## src/rtl/sequence_generator_if.sv

```systemverilog
// rtl/sequence_generator_if.sv - request/status bundle between a sequence_generator and its user
interface sequence_generator_if #(
  parameter int WIDTH = 16,
  parameter int LEN_W = 5,
  parameter int RPT_W = 4
);
  logic             start;
  logic             ready;
  logic [WIDTH-1:0] pattern;
  logic [LEN_W-1:0] len;
  logic [RPT_W-1:0] repeat_cnt;
  logic             x;
  logic             x_valid;
  logic             last;
  logic             done;

  // requester side: issues start and the transmission parameters
  modport master (
    output start, pattern, len, repeat_cnt,
    input  ready, x, x_valid, last, done
  );

  // generator side
  modport slave (
    input  start, pattern, len, repeat_cnt,
    output ready, x, x_valid, last, done
  );
endinterface

```

## src/rtl/sequence_generator.sv

```systemverilog
// rtl/sequence_generator.sv - serial pattern generator, LSB first, optional per-pass parity bit (SEQGEN_PARITY_EN)
module sequence_generator #(
  parameter int WIDTH = 16,
  parameter int LEN_W = 5,
  parameter int RPT_W = 4
) (
  input logic                  clk,
  input logic                  rst,
  sequence_generator_if.slave  bus
);
  localparam int IW = (WIDTH > 1) ? $clog2(WIDTH) : 1;
  localparam int PW = RPT_W + 1;

`ifdef SEQGEN_PARITY_EN
  typedef enum logic [1:0] {IDLE, SEND, PAR} state_t;
`else
  typedef enum logic {IDLE, SEND} state_t;
`endif

  state_t           state, state_d;
  logic [LEN_W-1:0] idx, idx_d;
  logic [LEN_W-1:0] len_q, len_d;
  logic [PW-1:0]    pass_left, pass_d;
  logic [WIDTH-1:0] pattern_q, pattern_d;
  logic             x_q, x_d;
  logic             x_valid_q, x_valid_d;
  logic             last_q, last_d;
  logic             done_q, done_d;
  logic             pass_end;

  logic [LEN_W-1:0] eff_len;
  logic [LEN_W-1:0] idx_inc;
  logic [LEN_W-1:0] len_m1;
  logic             at_end;
  logic             final_pass;

  // out-of-range lengths (0 or above WIDTH) fall back to a full-width pass
  assign eff_len    = (bus.len == '0 || bus.len > LEN_W'(WIDTH)) ? LEN_W'(WIDTH) : bus.len;
  assign idx_inc    = idx + LEN_W'(1);
  assign len_m1     = len_q - LEN_W'(1);
  assign at_end     = (idx == len_m1);
  assign final_pass = (pass_left == PW'(1));

`ifdef SEQGEN_PARITY_EN
  logic par_bit;

  // even parity over the active len_q bits of the captured pattern
  always_comb begin
    par_bit = 1'b0;
    for (int i = 0; i < WIDTH; i++) begin
      if (i < int'(len_q)) par_bit = par_bit ^ pattern_q[i];
    end
  end
`endif

  // next state plus the values the output registers will present next cycle
  always_comb begin
    state_d   = state;
    idx_d     = idx;
    pass_d    = pass_left;
    pattern_d = pattern_q;
    len_d     = len_q;
    x_d       = 1'b0;
    x_valid_d = 1'b0;
    last_d    = 1'b0;
    done_d    = 1'b0;
    pass_end  = 1'b0;
    case (state)
      IDLE: begin
        if (bus.start) begin
          pattern_d = bus.pattern;
          len_d     = eff_len;
          pass_d    = PW'(bus.repeat_cnt) + PW'(1);
          idx_d     = '0;
          state_d   = SEND;
          x_d       = bus.pattern[0];
          x_valid_d = 1'b1;
`ifndef SEQGEN_PARITY_EN
          last_d    = (eff_len == LEN_W'(1)) && (bus.repeat_cnt == '0);
`endif
        end
      end
      SEND: begin
        if (!at_end) begin
          idx_d     = idx_inc;
          x_d       = pattern_q[idx_inc[IW-1:0]];
          x_valid_d = 1'b1;
`ifndef SEQGEN_PARITY_EN
          last_d    = final_pass && (idx_inc == len_m1);
`endif
        end else begin
`ifdef SEQGEN_PARITY_EN
          state_d   = PAR;
          x_d       = par_bit;
          x_valid_d = 1'b1;
          last_d    = final_pass;
`else
          pass_end  = 1'b1;
`endif
        end
      end
`ifdef SEQGEN_PARITY_EN
      PAR: pass_end = 1'b1;
`endif
      default: state_d = IDLE;
    endcase

    // end of a pass: either wrap straight into bit 0 of the next pass or finish
    if (pass_end) begin
      if (final_pass) begin
        state_d = IDLE;
        done_d  = 1'b1;
      end else begin
        state_d   = SEND;
        idx_d     = '0;
        pass_d    = pass_left - PW'(1);
        x_d       = pattern_q[0];
        x_valid_d = 1'b1;
`ifndef SEQGEN_PARITY_EN
        last_d    = (len_q == LEN_W'(1)) && (pass_left == PW'(2));
`endif
      end
    end
  end

  // state, captured request and registered outputs
  always_ff @(posedge clk) begin
    if (rst) begin
      state     <= IDLE;
      idx       <= '0;
      len_q     <= '0;
      pass_left <= '0;
      pattern_q <= '0;
      x_q       <= 1'b0;
      x_valid_q <= 1'b0;
      last_q    <= 1'b0;
      done_q    <= 1'b0;
    end else begin
      state     <= state_d;
      idx       <= idx_d;
      len_q     <= len_d;
      pass_left <= pass_d;
      pattern_q <= pattern_d;
      x_q       <= x_d;
      x_valid_q <= x_valid_d;
      last_q    <= last_d;
      done_q    <= done_d;
    end
  end

  assign bus.ready   = (state == IDLE);
  assign bus.x       = x_q;
  assign bus.x_valid = x_valid_q;
  assign bus.last    = last_q;
  assign bus.done    = done_q;
endmodule

```

## src/flat_wrapper.sv

```systemverilog
// flat-port wrapper written by rule: the top's interface ports become plain ports
module sequence_generator_flat 
#(
  parameter int WIDTH = 16,
  parameter int LEN_W = 5,
  parameter int RPT_W = 4
)
  (clk, rst, bus_start, bus_pattern, bus_len, bus_repeat_cnt, bus_ready, bus_x, bus_x_valid, bus_last, bus_done);
  sequence_generator_if #(.WIDTH(WIDTH), .LEN_W(LEN_W), .RPT_W(RPT_W)) bus_i ();
  input logic clk;
  input logic rst;
  input wire logic [$bits(bus_i.start)-1:0] bus_start;
  input wire logic [$bits(bus_i.pattern)-1:0] bus_pattern;
  input wire logic [$bits(bus_i.len)-1:0] bus_len;
  input wire logic [$bits(bus_i.repeat_cnt)-1:0] bus_repeat_cnt;
  output wire logic [$bits(bus_i.ready)-1:0] bus_ready;
  output wire logic [$bits(bus_i.x)-1:0] bus_x;
  output wire logic [$bits(bus_i.x_valid)-1:0] bus_x_valid;
  output wire logic [$bits(bus_i.last)-1:0] bus_last;
  output wire logic [$bits(bus_i.done)-1:0] bus_done;
  assign bus_i.start = bus_start;
  assign bus_i.pattern = bus_pattern;
  assign bus_i.len = bus_len;
  assign bus_i.repeat_cnt = bus_repeat_cnt;
  assign bus_ready = bus_i.ready;
  assign bus_x = bus_i.x;
  assign bus_x_valid = bus_i.x_valid;
  assign bus_last = bus_i.last;
  assign bus_done = bus_i.done;
  sequence_generator #(.WIDTH(WIDTH), .LEN_W(LEN_W), .RPT_W(RPT_W)) u_core (.clk(clk), .rst(rst), .bus(bus_i));
endmodule
```

## config.mk

```make
export PLATFORM = sky130hd
export DESIGN_NAME = sequence_generator_flat
export DESIGN_NICKNAME = d
export VERILOG_FILES = /design/src/rtl/sequence_generator_if.sv /design/src/rtl/sequence_generator.sv /design/src/flat_wrapper.sv
export SDC_FILE = /design/constraint.sdc
export NUM_CORES = 1
export LEC_CHECK = 0
export BUFFER_PORTS_ARGS = -buffer_cell sky130_fd_sc_hd__buf_4
export CAP_MARGIN = 10
export CORE_MARGIN = 3
export CORE_UTILIZATION = 60
export CTS_CLUSTER_SIZE = 16
export DETAILED_ROUTE_END_ITERATION = 7
export PLACE_DENSITY = 0.84
export SLEW_MARGIN = 30
export SYNTH_ARGS = -nofsm -noshare
export SYNTH_HDL_FRONTEND = slang
export SYNTH_SLANG_ARGS = --single-unit
```

## constraint.sdc

```tcl
create_clock -name clk -period 4.3 [get_ports clk]
set_input_delay 0.215 -clock clk [delete_from_list [all_inputs] [get_ports clk]]
set_output_delay 0.215 -clock clk [all_outputs]
set_load 0.01 [all_outputs]
```

### Word-level counts from Yosys, hierarchy flattened

Cells that the tools add are included.

| cells by class | value |
|---|---|
| add/subtract/negate cells | 4 |
| multiply operators | 0 |
| divide/modulo/power cells | 0 |
| order comparisons | 2 |
| equality and inequality tests | 6 |
| shift operators | 0 |
| multiplexer cells | 33 |
| bitwise operators | 2 |
| reductions and logical operators | 8 |

Operators with widths:

| cell | count |
|---|---|
| 5-bit 2-to-1 mux | 9 |
| 1-bit 2-to-1 mux | 19 |
| 5-bit by 1-bit == test with 1-bit output, second input constant | 3 |
| 5-bit == test | 2 |
| 5-bit one-hot mux with 2 select lines | 1 |
| 5-bit by 1-bit subtractor with 5-bit output, second input constant | 2 |
| 1-bit one-hot mux with 2 select lines | 3 |
| 4-bit by 1-bit adder with 5-bit output, second input constant | 1 |
| 5-bit by 1-bit adder with 5-bit output, second input constant | 1 |
| 5-bit by 2-bit == test with 1-bit output, second input constant | 1 |
| 5-bit > comparator, second input constant | 1 |
| 5-bit logical NOT | 1 |
| 4-bit by 5-bit less-than comparator with 1-bit output, second input constant | 1 |
| 1-bit binary-select mux with 4-bit select | 1 |
| 4-bit logical NOT | 1 |
| 1-bit logical AND | 3 |
| 1-bit NOT | 2 |
| 2-bit AND reduction | 1 |
| 2-bit OR reduction | 1 |
| 1-bit logical OR | 1 |

| storage, ports and cells | value |
|---|---|
| flip-flop bits (word level) | 36 |
| bits in latches | 0 |
| RAM bits | 0 |
| bits in read-only memories | 0 |
| input port bits | 28 |
| output and inout bits | 5 |
| word-level logic and storage cells | 64 |
| memories | 0 |

### Longest topological paths before layout

| logic depth | value |
|---|---|
| depth in word-level cells | 9 |
| gate-level depth with buffers | 9 |
| depth with buffers taken out | 8 |

### Worst setup path after synthesis

Ideal clock, no wire load.

| timing path | value |
|---|---|
| path kind | register -> register |
| from | reg u_core.idx[1] |
| to | reg u_core.x_q, in the netlist u_core.bus.x |
| arrival time | 2.147 ns |
| data required time | 4.166 ns |
| path slack | 2.019 ns |
| cell stages (with the launch flop) | 9 |
| buffers on the path | 1 |
| cell sequence | dfxtp_1 ha_1 clkbuf_1 mux4_2 nor2b_1 a211oi_1 a21oi_1 a221oi_1 a211oi_2 |

| on the way | value |
|---|---|
| cells in the longest elaborated chain, start to end | 7 |
| elaborated cells between the ends (all ways) | 10 |
| classes of those cells | add/sub (1); eq/ne (1); mux (8) |

RTL lines:

| item | line | text |
|---|---|---|
| start: declaration | sequence_generator.sv:21 | `logic [LEN_W-1:0] idx, idx_d;` |
| start signal: assignment | sequence_generator.sv:140 | `idx <= idx_d;` |
| 5-bit by 1-bit adder with 5-bit output | sequence_generator.sv:39 | `assign idx_inc = idx + LEN_W'(1);` |
| 1-bit binary-select mux with 4-bit select | sequence_generator.sv:86 | `x_d = pattern_q[idx_inc[IW-1:0]];` |
| 1-bit 2-to-1 mux (implied by the code) | sequence_generator.sv:86 |  |
| 1-bit 2-to-1 mux | sequence_generator.sv:84 | `if (!at_end) begin` |
| 1-bit one-hot mux with 2 select lines | sequence_generator.sv:68 | `case (state)` |
| 1-bit 2-to-1 mux | sequence_generator.sv:110 | `if (final_pass) begin` |
| 1-bit 2-to-1 mux (*) | sequence_generator.sv:109 | `if (pass_end) begin` |
| end signal: assignment | sequence_generator.sv:134 | `x_q <= 1'b0;` |
| end signal: assignment | sequence_generator.sv:144 | `x_q <= x_d;` |
| end: declaration | sequence_generator.sv:25 | `logic x_q, x_d;` |

Every way passes the cells marked *; elsewhere a longest branch is shown, timed or not. The select of a mux whose other input is x is not followed.
A chain may end at the register's enable or synchronous reset.

### Worst setup path after layout

| timing path | value |
|---|---|
| from | reg u_core.len_q[0] |
| to | reg u_core.pass_left[2] |

| on the way | value |
|---|---|
| cells in the longest elaborated chain, start to end | 5 |

RTL lines:

| item | line | text |
|---|---|---|
| start: declaration | sequence_generator.sv:22 | `logic [LEN_W-1:0] len_q, len_d;` |
| start signal: assignment | sequence_generator.sv:141 | `len_q <= len_d;` |
| 5-bit by 1-bit subtractor with 5-bit output | sequence_generator.sv:40 | `assign len_m1 = len_q - LEN_W'(1);` |
| 5-bit == test | sequence_generator.sv:41 | `assign at_end = (idx == len_m1);` |
| 1-bit 2-to-1 mux | sequence_generator.sv:84 |  |
| 1-bit 2-to-1 mux | sequence_generator.sv:68 |  |
| 5-bit 2-to-1 mux | sequence_generator.sv:109 |  |
| end signal: assignment | sequence_generator.sv:142 | `pass_left <= pass_d;` |
| end: declaration | sequence_generator.sv:23 | `logic [PW-1:0] pass_left, pass_d;` |

No other way between the ends.

==> flow_summary.toml <==
[run_status]
outcome = "finished, final reports clean"

[detailed_routing]
first_pass_iters = 4
viasPerCell = 5.51
drcViolationCount = 0
vias = 1681
dr.first_iter.drc_count = 128
ant_nets = 0
wl_mm = 4.11
wire_per_inst_um = 13.5

[setup_path]
worstReg2RegEnd = "u_core.pass_left[2]$_SDFF_PP0_"
worst_ep_required_time_ps = 4570
worstPathCellList = "inv_1, ha_1, o21ba_1, a221oi_2, o2111ai_2, nor3b_4, mux2_2, a31oi_1"
rr_worst_depth = 8
critical_path.slowest_cell = "nor3b_4"
critPathArrivalTime_ps = 3000
critPathLaunchType = "flop"
reg2reg_from = "u_core.len_q[0]$_SDFFE_PP0P_"
cp-startpoint = "u_core.len_q[0]$_SDFFE_PP0P_"
setup.worst_path.class = "reg2reg"
end_kind = "flop"
path_max_fanout = 15
slowest_delay_ps = 610
rrSetupSlack_ps = 1570

[floorplan]
dieArea_um2 = 4060
fp.dieW_um = 63.7
pin_count = 33
die_y_um = 63.7
start_util_pct = 63.9
coreArea_um2 = 3130
rows = 20

[sta]
rsz0062_at_grt = "no"
fmax_mhz = 367
finalHoldViolations = 0
fin_skew_ps = 9.28
setup_violations = 0
tightest_slew_ps = 649
fin_crit_sh_pct = 63.4
timing.setup.tns_ps = 0
final_max_slew_viol_count = 0
slew_headroom_pct = 56.7
fin_ws_ps = 1570
finalCriticalPeriod_ps = 2730

[global_route]
grt_pass1_wl_mm = 7.27
grt_usage_pct = 22.4
grt.overflow.total = 0
grt_max_degree = 33
grt_pass1_vias = 1636
antenna_found_initial = 0

[synthesis]
ys_ff_latch = 36
netlist_top_cells_area = "dfxtp_1, nand2_1, a21oi_1"
synth_seq_area_share_pct = 36.0
synth_cells = 235
synthTopCellsByCount = "nand2_1, dfxtp_1, a21oi_1"
async_flop_share_pct = 0
synth_cell_types = 44
yosysWarnings = 0
synth_most_common_cell = "nand2_1"
syn-num-nets = 272
synthesis.area_um2 = 2000
yosysTopAreaCell = "dfxtp_1"
avgSynthCellArea_um2 = 8.51
synth-edff-count = 0
synth_top_area_share_pct = 36.0
synth_ff_type = "dfxtp_1"

[clocking]
clockRootBuffer = "clkbuf_4"
cts_hold_buffers = 0
cts.sinks = 36
worstSkewPairLatency_ps = 340
cts_resized = 0
htree_levels = 2
path_clk_slew_ps = 110
clock_path_buffers = 2
cts_setup_buffers = 0
cts_buffers = 5
cts_tree = "done"

[place]
place_hpwl_mm = 2.88
dp_cells = 297
dp_slack_ps = 1620
place.gp.congestion = 0.793
port_buffers = 32

[worst_hold_path]
hold_end = "u_core.pattern_q[1]$_SDFFE_PP0P_"
min_path_cells = 3
hp-class = "in2reg"
min-delay-start = "bus_pattern[1]"

[pwr]
power_density_nw_per_um2 = 327
power.leakage_uw = 0.000910
ir_drop_mv = 0.220

[layout]
layout.cells.non_filler = 305
num_antenna_cells = 0
nNetsFinal = 297
area_delta_synth_final_pct = 16.3
drive_above_1_share_pct = 22.2

[job]
max-cap-violations = 0
[sequential cells by signal (all words and copies together), names as in the netlist]
name                flops
u_core.bus.done         1
u_core.bus.last         1
u_core.bus.x            1
u_core.bus.x_valid      1
u_core.idx              5
u_core.len_q            5
u_core.pass_left        5
u_core.pattern_q       16
u_core.state            1
[final cells by class]
class                           instances  area, um^2
Fill cell                             258         802
Timing Repair Buffer                   33         248
Inverter                                9        33.8
Sequential cell                        36         721
Tap cell                               44        55.1
Clock inverter                          1        30.0
Multi-Input combinational cell        175        1170
Clock buffer                            7        65.1
[cell families (layout without fill, tap and decap cells)]
| logic type | after synthesis | in the layout | share of synthesized area (%) |
|---|---|---|---|
| xor+xnor | 18 | 18 | 8.26 |
| fa+ha+maj | 9 | 9 | 5.63 |
| flops | 36 | 36 | 36.0 |
| simple gates | 93 | 93 | 22.3 |
| compound gates | 47 | 47 | 15.6 |
| mux | 8 | 8 | 6.63 |
| buf+inv | 24 | 50 | 5.51 |
[where the power goes]
group | total (uW) | internal (uW) | switching [uW]
Sequential | 367 | 351 | 16.1
Combinational | 129 | 63.1 | 65.8
Clock | 265 | 154 | 111
[metal layers]
layer  vias to the layer above  global-route usage (%)  part of all wire (%)
li1                        859                       -                     -
met1                       773                    28.5                    45
met2                        38                    36.4                    49
met3                        11                    4.63                   4.1
met4                         0                    10.2                   1.8
met5                         -                       0                     0
[worst max path at each step]
stage	endpoint	slack, ps	cells past startpoint
after floorplan	u_core.bus.x$_SDFF_PP0_	2020	8
after global placement	u_core.pass_left[2]$_SDFF_PP0_	1700	8
after detailed placement	u_core.pass_left[2]$_SDFF_PP0_	1620	8
after CTS	u_core.pass_left[2]$_SDFF_PP0_	1580	8
after global routing	u_core.pass_left[2]$_SDFF_PP0_	1340	8
final	u_core.pass_left[2]$_SDFF_PP0_	1570	8
[cell usage in the layout, fill, tap and decap left out, types with 2 or more instances in the layout]
| cell | n |
|---|---|
| a211oi_1 | 5 |
| a211oi_2 | 2 |
| a21oi_1 | 27 |
| a31oi_1 | 2 |
| and3_1 | 2 |
| buf_4 | 33 |
| clkbuf_4 | 5 |
| clkbuf_8 | 2 |
| dfxtp_1 | 36 |
| ha_1 | 9 |
| inv_1 | 9 |
| mux2_2 | 2 |
| mux2i_1 | 2 |
| mux4_2 | 4 |
| nand2_1 | 46 |
| nand2b_1 | 4 |
| nand3_1 | 11 |
| nand3b_1 | 3 |
| nor2_1 | 10 |
| nor3_1 | 3 |
| nor4_1 | 3 |
| o21ai_0 | 2 |
| xnor2_1 | 8 |
| xor2_1 | 9 |
[through the flow]
| step | total power [uW] | util (%) | cell area (um^2) | hold slack (ps) |
|---|---|---|---|---|
| floorplan | 459 | - | 2000 | 351 |
| global placement | 499 | 71.2 | 2230 | 444 |
| detailed placement | 502 | 71.2 | 2230 | 445 |
| CTS | 762 | 74.3 | 2320 | 111 |
| global route | 799 | 74.4 | 2330 | 105 |
| finish | 761 | 74.4 | 2330 | 110 |
[critical path: cells and delay by family (launching register included)]
family / cells / cell delay [ps]
compound gates: 4 / 870
simple gates: 1 / 610
flops: 1 / 440
mux: 1 / 410
fa+ha+maj: 1 / 260
buf+inv: 1 / 70
No activity file was read; power rests on OpenSTA's default activity.
